[src/rtl/lio_axil2ahb_rr.sv]
// rtl/lio_axil2ahb_rr.sv - AXI-Lite slave to AHB master bridge with round-robin write/read arbitration
module lio_axil2ahb_rr #(
    parameter int AWIDTH             = 16,
    parameter int DWIDTH             = 32,
    parameter int SIZE_SEL_ADDR_BITS = 0,
    parameter int TIMEOUT            = 256
) (
    input  logic                               clk,
    input  logic                               rst_n,
    output logic                               rst,
    input  logic [AWIDTH+SIZE_SEL_ADDR_BITS-1:0] axil_awaddr,
    input  logic [2:0]                         axil_awprot,
    input  logic                               axil_awvalid,
    output logic                               axil_awready,
    input  logic [DWIDTH-1:0]                  axil_wdata,
    input  logic [DWIDTH/8-1:0]                axil_wstrb,
    input  logic                               axil_wvalid,
    output logic                               axil_wready,
    output logic [1:0]                         axil_bresp,
    output logic                               axil_bvalid,
    input  logic                               axil_bready,
    input  logic [AWIDTH+SIZE_SEL_ADDR_BITS-1:0] axil_araddr,
    input  logic [2:0]                         axil_arprot,
    input  logic                               axil_arvalid,
    output logic                               axil_arready,
    output logic [DWIDTH-1:0]                  axil_rdata,
    output logic [1:0]                         axil_rresp,
    output logic                               axil_rvalid,
    input  logic                               axil_rready,
    output logic [AWIDTH-1:0]                  haddr,
    output logic [DWIDTH-1:0]                  hwdata,
    output logic                               hsel,
    output logic                               hwrite,
    output logic [1:0]                         htrans,
    output logic [2:0]                         hsize,
    input  logic                               hready,
    input  logic [DWIDTH-1:0]                  hrdata,
    input  logic [1:0]                         hresp
);
    localparam int NB  = DWIDTH / 8;
    localparam int LOG = $clog2(NB);
    localparam int CW  = (TIMEOUT > 1) ? $clog2(TIMEOUT + 1) : 1;

    typedef enum logic [1:0] {IDLE, ADDR, DATA, RESP} state_t;
    state_t state, state_n;

    logic              aw_full, w_full, is_wr, last_wr;
    logic [AWIDTH-1:0] aw_addr;
    logic [DWIDTH-1:0] w_data;
    logic [NB-1:0]     w_strb;
    logic [1:0]        resp_q;
    logic [CW-1:0]     cnt;
    logic              grant_wr, grant_rd, timeout_hit;
    logic              strb_ok;
    logic [2:0]        strb_size, rd_size;
    logic [LOG-1:0]    strb_off;
    logic [NB-1:0]     mask;
    logic [AWIDTH-1:0] wr_haddr;
    logic              unused;

    assign rst          = ~rst_n;
    assign axil_awready = (state == IDLE) && !aw_full;
    assign axil_wready  = (state == IDLE) && !w_full;
    assign axil_bresp   = resp_q;
    assign axil_rresp   = resp_q;
    assign hwdata       = (state == DATA && is_wr) ? w_data : '0;
    assign unused       = ^{axil_awprot, axil_arprot, hresp[1], axil_awaddr, axil_araddr};

    // Only full-width or naturally aligned contiguous 1/2/4-byte strobe groups map to one AHB beat.
    always_comb begin
        strb_ok   = 1'b0;
        strb_size = 3'(LOG);
        strb_off  = '0;
        mask      = '0;
        if (w_strb == '1) begin
            strb_ok = 1'b1;
        end else begin
            for (int s = 0; s < LOG; s++) begin
                for (int o = 0; o < NB; o += (1 << s)) begin
                    mask = '0;
                    for (int b = 0; b < (1 << s); b++) mask[o+b] = 1'b1;
                    if (w_strb == mask) begin
                        strb_ok   = 1'b1;
                        strb_size = 3'(s);
                        strb_off  = o[LOG-1:0];
                    end
                end
            end
        end
        wr_haddr = strb_ok ? {aw_addr[AWIDTH-1:LOG], strb_off} : aw_addr;
    end

    generate
        if (SIZE_SEL_ADDR_BITS == 0) begin : g_nowin
            assign rd_size = 3'(LOG);
        end else begin : g_win
            logic [SIZE_SEL_ADDR_BITS-1:0] win;
            assign win     = axil_araddr[AWIDTH+SIZE_SEL_ADDR_BITS-1:AWIDTH];
            assign rd_size = (int'(win) <= LOG) ? 3'(win) : 3'(LOG);
        end
    endgenerate

    always_ff @(posedge clk or negedge rst_n) begin
        if (!rst_n) state <= IDLE;
        else        state <= state_n;
    end

    always_comb begin
        state_n      = state;
        grant_wr     = 1'b0;
        grant_rd     = 1'b0;
        axil_arready = 1'b0;
        hsel         = 1'b0;
        htrans       = 2'b00;
        hwrite       = 1'b0;
        timeout_hit  = (TIMEOUT != 0) && !hready && (cnt == CW'(TIMEOUT - 1));
        case (state)
            IDLE: begin
                if (aw_full && w_full && (!axil_arvalid || !last_wr)) begin
                    grant_wr = 1'b1;
                    state_n  = strb_ok ? ADDR : RESP;
                end else if (axil_arvalid) begin
                    grant_rd     = 1'b1;
                    axil_arready = 1'b1;
                    state_n      = ADDR;
                end
            end
            ADDR: begin
                hsel   = 1'b1;
                htrans = 2'b10;
                hwrite = is_wr;
                if (hready)           state_n = DATA;
                else if (timeout_hit) state_n = RESP;
            end
            DATA: if (hready || timeout_hit) state_n = RESP;
            RESP: if ((axil_bvalid && axil_bready) || (axil_rvalid && axil_rready)) state_n = IDLE;
            default: state_n = IDLE;
        endcase
    end

    always_ff @(posedge clk or negedge rst_n) begin
        if (!rst_n) begin
            aw_full     <= 1'b0;
            w_full      <= 1'b0;
            aw_addr     <= '0;
            w_strb      <= '0;
            is_wr       <= 1'b0;
            last_wr     <= 1'b0;
            haddr       <= '0;
            hsize       <= 3'(LOG);
            resp_q      <= 2'b00;
            axil_bvalid <= 1'b0;
            axil_rvalid <= 1'b0;
            cnt         <= '0;
        end else begin
            if (axil_awvalid && axil_awready) begin
                aw_full <= 1'b1;
                aw_addr <= axil_awaddr[AWIDTH-1:0];
            end
            if (axil_wvalid && axil_wready) begin
                w_full <= 1'b1;
                w_strb <= axil_wstrb;
            end
            if (grant_wr) begin
                is_wr   <= 1'b1;
                last_wr <= 1'b1;
                haddr   <= wr_haddr;
                hsize   <= strb_ok ? strb_size : 3'(LOG);
                if (!strb_ok) begin
                    resp_q      <= 2'b10;
                    axil_bvalid <= 1'b1;
                end
            end
            if (grant_rd) begin
                is_wr   <= 1'b0;
                last_wr <= 1'b0;
                haddr   <= axil_araddr[AWIDTH-1:0];
                hsize   <= rd_size;
            end
            if ((state == ADDR || state == DATA) && state_n == RESP) begin
                resp_q <= timeout_hit ? 2'b11 : (hresp[0] ? 2'b10 : 2'b00);
                if (is_wr) axil_bvalid <= 1'b1;
                else       axil_rvalid <= 1'b1;
            end
            if (axil_bvalid && axil_bready) begin
                axil_bvalid <= 1'b0;
                aw_full     <= 1'b0;
                w_full      <= 1'b0;
            end
            if (axil_rvalid && axil_rready) axil_rvalid <= 1'b0;
            if (state_n != state)                                 cnt <= '0;
            else if ((state == ADDR || state == DATA) && !hready) cnt <= cnt + CW'(1);
        end
    end

    always_ff @(posedge clk) begin
        if (axil_wvalid && axil_wready)           w_data     <= axil_wdata;
        if (state == DATA && hready && !is_wr)    axil_rdata <= hrdata;
    end
endmodule

[config.mk]
export PLATFORM = sky130hd
export DESIGN_NAME = lio_axil2ahb_rr
export DESIGN_NICKNAME = d
export VERILOG_FILES = /design/src/rtl/lio_axil2ahb_rr.sv
export SDC_FILE = /design/constraint.sdc
export NUM_CORES = 1
export LEC_CHECK = 0
export CAP_MARGIN = 10
export CORE_ASPECT_RATIO = 0.8
export CORE_MARGIN = 2
export CORE_UTILIZATION = 43
export DETAILED_ROUTE_END_ITERATION = 7
export GPL_TIMING_DRIVEN = 1
export HOLD_SLACK_MARGIN = 0.02
export PLACE_DENSITY = 0.84
export SYNTH_ARGS = -nofsm -noshare
export SYNTH_HDL_FRONTEND = slang
export SYNTH_SLANG_ARGS = --single-unit
[constraint.sdc]
create_clock -name clk -period 4.2 [get_ports clk]
set_input_delay 0.84 -clock clk [delete_from_list [all_inputs] [get_ports clk]]
set_output_delay 0.84 -clock clk [all_outputs]
set_load 0.03 [all_outputs]
==> flow_summary.ini, run 1 <==
[floorplanning]
die_area_um2 = 12700
die_w_um = 126
io_pins = 213
rows = 35
design.core.area_um2 = 11500
die_h_um = 101
initial_utilization_pct = 44.2

[worst_setup_path]
cpMaxStageDelayCell = ha_1
cp_max_fo = 33
slowest_delay_ns = 0.77
worstPathArrival_ns = 2.79
crit_path_cell_trace = inv_1 > ha_1 > and3_1 > clkdlybuf4s50_1
start_kind = flop
required_ns = 3.36
crit_path_end_kind = output port
path_class = flop to output port

[sta]
rsz0062_at_grt = false
finClkSkew_ns = 0.00414
hold_viol = 0
finalCriticalPeriod_ns = 3.63
relSlewSlack_pct = 27.5
final_max_slew_viol_count = 0
tightest_slew_ns = 1.09
tns_ns = 0
fmax_mhz = 276
setup_ws_ns = 0.573
min_period_over_period_pct = 86.3
setup-violations-final = 0

[placed_design]
place_hpwl_mm = 9.64
routabilityCongestion = 0.798
preCtsSetupSlack_ns = 0.832
io_buffers = 203

[logic_synthesis]
seq_area_frac_synth_pct = 65.3
synth_area_leaders = edfxtp_1 (38%), dfrtp_1 (27%), and3_1 (4.3%), mux2_2 (4.2%), o21a_1 (2.2%)
ys.flop_type = edfxtp_1
syn_avg_cell_area_um2 = 13.0
synth_edf_count = 64
syn_area_um2 = 5090
synth_top_area_share_pct = 37.8
ys_async_sr_fraction_pct = 46.7
yosysUniqueCellTypes = 53
ys_ff_latch = 120
ys.warnings.count = 0
yosys.area.top_type = edfxtp_1
syn_inst = 392

[pwr]
ir_drop_mv = 0.490
power.density_nw_per_um2 = 660
p_leak_nw = 3.08

[drt]
wl_mm = 13.3
viasPerCell = 5.14
drc = 0
wire_per_inst_um = 17.6
drtIter0Drc = 248
drt-pass1-iter-count = 4
ant_nets = 0
dr_total_vias = 3894

[finish]
layout_common_cells = clkdlybuf4s50_1 (202), edfxtp_1 (64), dfrtp_1 (55)
final_common_cell = clkdlybuf4s50_1
drive_gt1_share_pct = 11.0
nets = 719
antenna_cells = 0
fillerInstances = 850
syn_to_final_growth_pct = 54.0

[grt]
grt_pass1_wl_mm = 20.5
grt_start_max_net_pins = 57
grt_overflow = 0
antenna_found_initial = 0
grt_pass1_vias = 3982
grt_usage_pct = 20.9

[clock_tree]
htree_num_levels = 4
insertion_delay_ns = 0.41
cts_buffers = 17
cts_tree = done
ctsResizeCount = 0
max-clock-path-buffers = 2
cts_sinks = 120
post_cts_buffers = 0
cts_hold_buf = 0
path_clk_slew_ns = 0.05
cts_root_buf = clkbuf_16

[min_path]
hold_class = flop to flop

[status]
status = finished, final reports clean

[run]
drv_cap = 0
==> through the flow <==
stage / area (um^2) / power [mW] / hold WS (ns) / instances / utilization (%)
floorplan: 5090 / 3.01 / 0.480 / 393 / -
global placement: 7230 / 3.66 / 0.478 / 725 / 62.8
detailed placement: 7230 / 3.73 / 0.485 / 725 / 62.8
CTS: 7840 / 5.21 / 0.498 / 757 / 68.0
global route: 7840 / 5.44 / 0.511 / 757 / 68.0
finish: 7840 / 5.18 / 0.495 / 757 / 68.0
==> state kept, by name (all words and copies together), names as in the netlist <==
register     count
state            2
axil_bresp       2
axil_rdata      32
aw_addr         16
cnt              9
w_strb           4
w_data          32
haddr           16
axil_rvalid      1
aw_full          1
axil_bvalid      1
hsize            2
w_full           1
last_wr          1
==> cell families (layout without fill, tap and decap cells) <==
group	Yosys count	in the layout	synth area share [%]
flip-flops	120	120	65.3
XOR/XNOR	8	8	1.38
AND/OR/NAND/NOR	120	120	13.0
adder cells (fa/ha/maj)	7	7	1.72
other	1	2	0.0737
buffers and inverters	38	254	3.34
multiplexers	23	23	5.07
AO/OA/AOI/OAI	75	75	10.1
==> final timing paths <==
path | from | end | slack (ns) | cells past startpoint
setup / recovery | state[0] | hwdata[29] | 0.57 | 4
hold / removal | haddr[9] | haddr[9] | 0.49 | 1
setup reg to reg | state[0] | axil_bresp[0] | 1.12 | 8
hold reg to reg | haddr[9] | haddr[9] | 0.49 | 1
max in group asynchronous | rst_n | hsize[0] | 3.14 | 2
min in group asynchronous | rst_n | haddr[9] | 0.58 | 2
==> synth_stat cells, types with 2 or more instances <==
master,number
o31a_1,2
o21a_1,15
mux2i_1,3
mux2_2,19
ha_1,7
nor3b_1,14
nand4_1,3
xnor2_1,4
a41oi_1,2
inv_1,12
nor2b_1,6
xor2_1,4
o21ai_0,19
buf_4,7
dfrtp_1,55
edfxtp_1,64
a21oi_1,17
o2111ai_1,2
and2_1,2
nor2_1,27
a21boi_0,2
nand2_1,20
and3_1,35
nand3_1,3
nor3_1,3
clkbuf_1,17
nand2b_1,2
==> per-layer routing <==
| layer | global-route usage (%) | part of all wire [%] | routed length [um] | vias up |
|---|---|---|---|---|
| met5 | 0 | 0 | 0 | - |
| met4 | 7.61 | 2.3 | 313 | 0 |
| met3 | 6.87 | 6.8 | 907 | 25 |
| met2 | 35.1 | 49 | 6580 | 160 |
| met1 | 25.6 | 42 | 5540 | 1875 |
| li1 | - | - | - | 1834 |
==> layout make-up <==
type | instances | area, um^2 | area share [%]
Tap cell | 148 | 185 | 2.36
Timing Repair Buffer | 210 | 2080 | 26.5
Inverter | 12 | 45.0 | 0.575
Clock buffer | 21 | 483 | 6.16
Clock inverter | 11 | 119 | 1.52
Multi-Input combinational cell | 235 | 1600 | 20.4
Sequential cell | 120 | 3320 | 42.4
==> power breakdown <==
part / internal (mW) / leakage, nW / switching (mW)
registers: 1.57 / 1.26 / 0.256
clock network: 0.940 / 0.297 / 0.508
logic: 0.823 / 1.52 / 1.08
total: 3.34 / 3.08 / 1.84
==> critical path: cells and delay by family, from the launching register on <==
family / cells / cell delay (ns)
fa+ha+maj: 1 / 0.77
buf+inv: 2 / 0.85
flops: 1 / 0.46
simple gates: 1 / 0.30
No activity file was read; power rests on OpenSTA's default activity.
==> run 2, diff against run 1 <==
--- a/config.mk
+++ b/config.mk
@@ -9,10 +9,12 @@
 export CORE_ASPECT_RATIO = 0.8
 export CORE_MARGIN = 2
 export CORE_UTILIZATION = 43
+export CTS_CLUSTER_DIAMETER = 150
 export DETAILED_ROUTE_END_ITERATION = 7
 export GPL_TIMING_DRIVEN = 1
 export HOLD_SLACK_MARGIN = 0.02
 export PLACE_DENSITY = 0.84
+export SKIP_CTS_REPAIR_TIMING = 1
 export SYNTH_ARGS = -nofsm -noshare
 export SYNTH_HDL_FRONTEND = slang
 export SYNTH_SLANG_ARGS = --single-unit
==> results of run 2 <==
No change in the layout: final DEF, timing and power equal those of run 1.
==> run 3, diff against run 2 <==
--- a/config.mk
+++ b/config.mk
@@ -5,7 +5,7 @@
 export SDC_FILE = /design/constraint.sdc
 export NUM_CORES = 1
 export LEC_CHECK = 0
-export CAP_MARGIN = 10
+export CAP_MARGIN = 20
 export CORE_ASPECT_RATIO = 0.8
 export CORE_MARGIN = 2
 export CORE_UTILIZATION = 43
==> run 3 against run 2 <==
Net effect:
- critical endpoint unchanged
- count of clock-buffer cells in the layout stayed put
- critical path depth stayed put
- die area did not move
- non-clock buffer count grew 1
- combinational power grew 3%
- clock power is essentially flat
- largest power group unchanged
- highest routed layer unchanged
- clock skew rose by 0.00070 ns
- maximum frequency shrank 0.44%
- power increased by 0.60%
- via count shrank 0.56%
- first-iteration DRC count up 11%
- setup slack worse by 0.016 ns
==> flow_summary.ini, run 3 (synthesis gave the netlist of run 1 again) <==
[run]
drv_cap = 0

[pwr]
power_frac_comb_pct = 37.6
p_leak_nw = 3.09
p_seq_share_pct = 34.5
power.density_nw_per_um2 = 662
ir_drop_mv = 0.490
p_switching_mw = 1.85
p_int_mw = 3.36
clock_power_share_pct = 27.9
switching_share_pct = 35.5

[sta]
setup-violations-final = 0
hold_viol = 0
fmax_mhz = 275
tightest_slew_ns = 0.926
min_period_over_period_pct = 86.7
holdWs_ns = 0.495
final_max_slew_viol_count = 0
finClkSkew_ns = 0.00484
tns_ns = 0
rsz0062_at_grt = false
finalCriticalPeriod_ns = 3.64
relSlewSlack_pct = 38.3

[min_path]
hold_class = flop to flop

[floorplanning]
die_area_um2 = 12700
design.core.area_um2 = 11500
io_pins = 213
initial_utilization_pct = 44.2
rows = 35
die_h_um = 101
die_w_um = 126

[finish]
syn_to_final_growth_pct = 54.5
reg.largest.list = axil_rdata: 32 flops, w_data: 32 flops
nets = 720
fin_util_pct = 68.3
antenna_cells = 0
layout_common_cells = clkdlybuf4s50_1 (202), edfxtp_1 (64), dfrtp_1 (55)
drive_gt1_share_pct = 11.1
final_common_cell = clkdlybuf4s50_1

[grt]
antenna_found_initial = 0
grt_pass1_wl_mm = 20.5
grt_start_max_net_pins = 57
grt_usage_pct = 20.9
grt_pass1_vias = 3982
grt_overflow = 0

[drt]
ant_nets = 0
wire_per_inst_um = 17.6
drt-pass1-iter-count = 4
wl_mm = 13.4
drtIter0Drc = 275
viasPerCell = 5.11
dr_total_vias = 3872
drc = 0

[clock_tree]
insertion_delay_ns = 0.41
max-clock-path-buffers = 2
cts_tree = done
htree_num_levels = 4
cts_sinks = 120
path_clk_slew_ns = 0.05
cts_root_buf = clkbuf_16
cts_buffers = 17

[status]
status = finished, final reports clean

[placed_design]
io_buffers = 203
routabilityCongestion = 0.798
place_hpwl_mm = 9.64

[worst_setup_path]
cp_max_fo = 33
crit_path_end_kind = output port
cpMaxStageDelayCell = ha_1
crit_path_cell_trace = inv_1 > ha_1 > and3_1 > clkdlybuf4s50_1
start_kind = flop
required_ns = 3.36
path_class = flop to output port
worstPathArrival_ns = 2.80
slowest_delay_ns = 0.79
## run 3: cell count changes in the layout (fill, tap and decap cells not counted)
| cell | delta |
|---|---|
| buf_16 | +1 |
## run 3: per-stage QoR
stage | instance area, um^2 | instances | setup slack [ns] | power (mW)
finish | 7860 | 758 | 0.557 | 5.21
global route | 7860 | 758 | 0.327 | 5.47
floorplan | 5090 | 393 | 1.18 | 3.01
detailed placement | 7230 | 725 | 0.832 | 3.73
CTS | 7840 | 757 | 0.545 | 5.21
global placement | 7230 | 725 | 0.909 | 3.66
## run 3: cell type report
type                       instances  area, um^2
fill                             847        3650
tap                              148         185
inverter                          12        45.0
sequential                       120        3320
timing repair buffer             211        2110
clock buffer                      21         483
clock inverter                    11         119
multi-input combinational        235        1600
## run 3: routing by layer
metal,GRT usage (%),share of wire [%]
met1,25.6,42
met2,35.1,49
met3,6.87,6.8
met4,7.61,2.3
met5,0,0
## run 3: critical path, delay by kind of cell (launching register included)
family / cells / cell delay (ns)
adders and majority gates: 1 / 0.79
DFF: 1 / 0.46
buffers and inverters: 2 / 0.85
and+or+nand+nor: 1 / 0.30
## run 3: final timing paths
kind | startpoint | end | slack (ns) | cells after the start
setup / recovery | state[0] | hwdata[29] | 0.56 | 4
hold / removal | haddr[9] | haddr[9] | 0.49 | 1
setup reg to reg | state[0] | axil_bresp[0] | 1.11 | 8
hold reg to reg | haddr[9] | haddr[9] | 0.49 | 1
max in group asynchronous | rst_n | last_wr | 3.15 | 2
min in group asynchronous | rst_n | haddr[9] | 0.57 | 2
## run 3: power by group through the flow
stage	logic (mW)	registers (mW)	clock network [mW]
floorplan	1.02	2.00	0
global placement	1.83	1.82	0
detailed placement	1.89	1.84	0
CTS	1.91	1.83	1.48
global route	2.10	1.84	1.53
finish	1.96	1.80	1.45
